File: src/rtl/matrix_mult_unit.sv
// matrix_mult_unit: bus-attached 4x4 unsigned 16-bit matrix multiplier.
// It computes R = A x B one element per clock, and the engine polls STATUS.
module matrix_mult_unit #(
    parameter logic [3:0] BASE_NIB = 4'h3
) (
    input  logic         Clk,
    input  logic         nReset,
    input  logic [255:0] DataIn,
    output logic [255:0] DataOut,
    input  logic [15:0]  address,
    input  logic         nRead,
    input  logic         nWrite
);
    typedef enum logic {IDLE, CALC} stateType;
    stateType state;
    logic [15:0][15:0] matA, matB, matR;
    logic [3:0] idx;
    logic busy, done, err;
    logic sel, wrEn, rdEn;
    logic [1:0] off;
    logic [33:0] acc;
    logic [255:0] rdData;

    assign sel  = address[15:12] == BASE_NIB;
    assign wrEn = sel && !nWrite;
    assign rdEn = sel && !nRead && nWrite;
    assign off  = address[1:0];

    // Dot product of row idx[3:2] of A with column idx[1:0] of B; R keeps the low 16 bits
    always_comb begin
        acc = '0;
        for (int k = 0; k < 4; k++)
            acc = acc + {2'b0, {16'b0, matA[{idx[3:2], 2'(k)}]} * {16'b0, matB[{2'(k), idx[1:0]}]}};
    end

    always_comb begin
        rdData = !rdEn     ? '0 :
                 off == 0  ? matA :
                 off == 1  ? matB :
                 off == 2  ? matR : {253'b0, err, done, busy};
    end

    always_ff @(posedge Clk or negedge nReset) begin
        if (!nReset) begin
            state   <= IDLE;
            idx     <= '0;
            busy    <= 1'b0;
            done    <= 1'b0;
            err     <= 1'b0;
            matA    <= '0;
            matB    <= '0;
            matR    <= '0;
            DataOut <= '0;
        end else begin
            DataOut <= rdData;
            if (state == CALC) begin
                matR[idx] <= acc[15:0];
                idx       <= idx + 4'd1;
                if (idx == 4'd15) begin
                    state <= IDLE;
                    busy  <= 1'b0;
                    done  <= 1'b1;
                end
                // R is read-only, so only A, B and CMD writes count as collisions
                if (wrEn && off != 2'd2)
                    err <= 1'b1;
            end else if (wrEn) begin
                if (off == 2'd0)
                    matA <= DataIn;
                if (off == 2'd1)
                    matB <= DataIn;
                if (off == 2'd3 && DataIn[1:0] == 2'b01) begin
                    state <= CALC;
                    idx   <= '0;
                    busy  <= 1'b1;
                    done  <= 1'b0;
                    matR  <= '0;
                end
                if (off == 2'd3 && DataIn[1:0] == 2'b10) begin
                    matA <= '0;
                    matB <= '0;
                    matR <= '0;
                    done <= 1'b0;
                    err  <= 1'b0;
                end
            end
        end
    end
endmodule
File: config.mk
export PLATFORM = sky130hd
export DESIGN_NAME = matrix_mult_unit
export DESIGN_NICKNAME = d
export VERILOG_FILES = /design/src/rtl/matrix_mult_unit.sv
export SDC_FILE = /design/constraint.sdc
export NUM_CORES = 2
export LEC_CHECK = 0
export ABC_AREA = 0
export CAP_MARGIN = 25
export CELL_PAD_IN_SITES_DETAIL_PLACEMENT = 0
export CELL_PAD_IN_SITES_GLOBAL_PLACEMENT = 1
export CORE_MARGIN = 2
export CORE_UTILIZATION = 50
export DETAILED_ROUTE_END_ITERATION = 10
export GPL_ROUTABILITY_DRIVEN = 0
export PLACE_DENSITY = 0.87
export SLEW_MARGIN = 20
export SYNTH_ARGS = -nofsm -noshare
export SYNTH_HDL_FRONTEND = slang
export SYNTH_SLANG_ARGS = --single-unit
File: constraint.sdc
create_clock -name Clk -period 13.65 [get_ports Clk]
set_clock_uncertainty 0.15 [all_clocks]
set_input_delay 3.4125 -clock Clk [delete_from_list [all_inputs] [get_ports Clk]]
set_output_delay 3.4125 -clock Clk [all_outputs]
set_load 0.05 [all_outputs]
==> results by group <==
Timing
  – Minimum clock period: 10.89 ns
  – # setup viols final: 0
  – Final Slew Violations: 0
  – Final worst path period share: 0.798
  – Fmax achieved: 91.8 MHz
  – Unrepaired setup endpoints after global routing: no
  – Sum of negative setup slack: 0 ns
  – Pin slew with the least headroom to its limit: 1.22 ns
  – Final number of hold-violating endpoints: 0
  – Max-slew headroom at the worst pin: 0.186

Clocking
  – Buffer levels on the longest clock path: 3
  – Clock transition at path regs: 0.06 ns
  – CTS Buf Count: 106
  – Clock tree root driver cell: sky130_fd_sc_hd__clkbuf_16
  – TritonCTS clock tree: built
  – H-tree depth reported by CTS: 3
  – Post-CTS setup repair buffer count: 0
  – Sinks on Clock Net: 1,032
  – Hold buffer count at CTS: 0
  – Worst-Skew Late Latency: 0.75 ns
  – PostCTS Resize Cnt: 0

Global route
  – Leftover overflow at the end of global routing: 0
  – Largest net degree at the start of global routing: 233
  – Antenna violations before repair: 30
  – GRT Util Overall: 0.382
  – Via count of the first global-routing pass: 47,900
  – Global-route wire length before repair: 339 mm

Placed design
  – Cell Count Post-Placement: 7,889
  – Post-detailed-placement half-perimeter wirelength: 181 mm
  – Count of input and output buffers: 521

Detailed routing
  – Aggregate routed wire length: 238 mm
  – DRT antenna net count: 0
  – Initial DRC count: 6,736
  – Vias: 48,500
  – DR WL/cell: 29.4 um
  – Post-route DRC: 0
  – 1st-pass router iterations: 6
  – Vias per inst: 5.99

Run status
  – Result of the run: complete, no violations

Layout
  – Most common cell after layout, fill and taps aside: sky130_fd_sc_hd__nand2_1
  – Fraction of final layout cells with drive strength greater than 1: 0.0662
  – Area delta synth->final: 17.2%
  – Number of non-filler instances in the completed layout: 8,100
  – Post-layout nets: 7,242
  – Highest-count cells in the layout ignoring fill and taps: sky130_fd_sc_hd__nand2_1 (1,105), sky130_fd_sc_hd__dfrtp_1 (1,028), sky130_fd_sc_hd__o21ai_0 (573), sky130_fd_sc_hd__nor2_1 (526)

Logic synthesis
  – Proportion of synthesized flip-flops having asynchronous set or reset: 1.00
  – Synth Instances: 6,090
  – Mean Syn Cell Area: 9.96 um^2
  – Flops & latches, synth: 1,032
  – Top_reg_cell synth: sky130_fd_sc_hd__dfrtp_1
  – Synth warnings: 0
  – Net count after synthesis: 6,939
  – Count of cell types in the netlist: 42
  – Sequential area share after synthesis: 0.426
  – Number of enable-type register cells in the synthesized netlist: 0
  – Cell accounting for the most synthesized area: sky130_fd_sc_hd__dfrtp_1
  – Synthesized cell area: 60,600 um^2
  – Share of Yosys cell area claimed by the top area cell type: 0.426
  – Synth top area cells: sky130_fd_sc_hd__dfrtp_1 (43%), sky130_fd_sc_hd__fa_1 (13%), sky130_fd_sc_hd__nand2_1 (6.9%)

Floorplan
  – Vertical extent of the die: 352 um
  – Number of placement rows: 127
  – Ports placed on the boundary: 532
  – DIE AREA: 124,000 um^2
  – Starting Density: 0.505
  – Core Area: 120,000 um^2
  – Chip width: 352 um

Critical path
  – Crit path max fanout: 33
  – Critical Path Most Common Cell: sky130_fd_sc_hd__fa_1
  – Delay contributed by the slowest stage of the critical path: 0.79 ns
  – Arrival @ worst endpoint: 11.40 ns
  – Critical path buffers and inverters: 8
  – Critical-path cell with the highest stage delay: sky130_fd_sc_hd__mux4_2
  – Critical path class: reg -> reg
  – Dominant delay contributor by cell family on the critical path: adder cells
  – Critical Path Source Type: flip-flop
  – CP endpoint kind: flip-flop
  – Critical path data required time: 14.15 ns
  – R2R setup slack: 2.76 ns

Hold path
  – Tightest Hold Check Type: reg -> reg

Job
  – Number of max-capacitance violations reported: 0
==> synthesized netlist by cell type, drive strengths merged (10+ instances only) <==
| library cell | n |
|---|---|
| xor2 | 24 |
| ha | 183 |
| nor2 | 530 |
| buf | 88 |
| and2 | 297 |
| mux2i | 253 |
| a22o | 193 |
| fa | 390 |
| nand2 | 1110 |
| o21ai | 583 |
| inv | 518 |
| nor2b | 10 |
| a21o | 17 |
| nand3 | 18 |
| a21oi | 264 |
| mux4 | 131 |
| xnor2 | 112 |
| clkbuf | 311 |
| dfrtp | 1032 |
==> flip-flops by register name, summed over array words and instances, names as in the netlist <==
signal and cells:
matR 256, state 1, err 1, busy 1, matB 256, matA 256, done 1, idx 4
DataOut 256
==> through the flow <==
stage           util  setup slack (ns)  hold slack [ns]  instance area, um^2
2_1_floorplan      -              4.79            0.292                60600
3_3_place_gp   0.557              2.96            0.310                67000
3_5_place_dp   0.558              2.93            0.316                67100
4_1_cts        0.590              2.88            0.329                70900
5_1_grt        0.591              2.42            0.342                71000
6_report       0.591              2.76            0.327                71000
==> worst paths after layout <==
kind                                      start                     end  cells after the start
setup / recovery             idx[2]$_DFFE_PN0P_   matR[253]$_DFFE_PN0P_                     29
hold / removal             matR[67]$_DFFE_PN0P_    matR[67]$_DFFE_PN0P_                      2
setup reg to reg             idx[2]$_DFFE_PN0P_   matR[253]$_DFFE_PN0P_                     29
hold reg to reg            matR[67]$_DFFE_PN0P_    matR[67]$_DFFE_PN0P_                      2
max in group asynchronous                nReset   DataOut[78]$_DFF_PN0_                      4
min in group asynchronous                nReset  DataOut[118]$_DFF_PN0_                      1
==> layer usage <==
layer  vias up  routed length [um]  global-route usage
li1      20300                   -                   -
met1     24400               86300               0.489
met2      3128               99600               0.539
met3       687               31200               0.135
met4        26               20900               0.271
met5         -                 185                   0
==> worst register-to-register path: cells and delay by family, from the launching register on <==
family / cells / cell delay (ns)
AOI/OAI and AO/OA: 6 / 1.44
xor gates and xnor gates: 1 / 0.74
adders and majority gates: 11 / 5.10
buffers and inverters: 8 / 1.39
DFF: 1 / 0.72
muxes: 1 / 0.81
and+or+nand+nor: 2 / 0.45
==> layout make-up <==
type,count,area (um^2)
sequential,1032,25800
antenna,6,15.0
timing repair buffer,594,6010
multi-input combinational,4141,31400
clock buffer,152,3130
tap,1612,2020
clock inverter,45,672
fill,10100,49100
inverter,518,1940
==> cell families after synthesis <==
group / after synthesis / synth area share
flip-flops: 1032 / 0.426
AO/OA/AOI/OAI: 1065 / 0.101
XOR/XNOR: 136 / 0.0199
adder cells (fa/ha/maj): 573 / 0.167
AND/OR/NAND/NOR: 1980 / 0.136
multiplexers: 387 / 0.0910
buffers and inverters: 917 / 0.0588
Power is left out: the tool's default activity adds up to more than one toggle a clock period on the data nets, which glitch-free logic cannot reach.
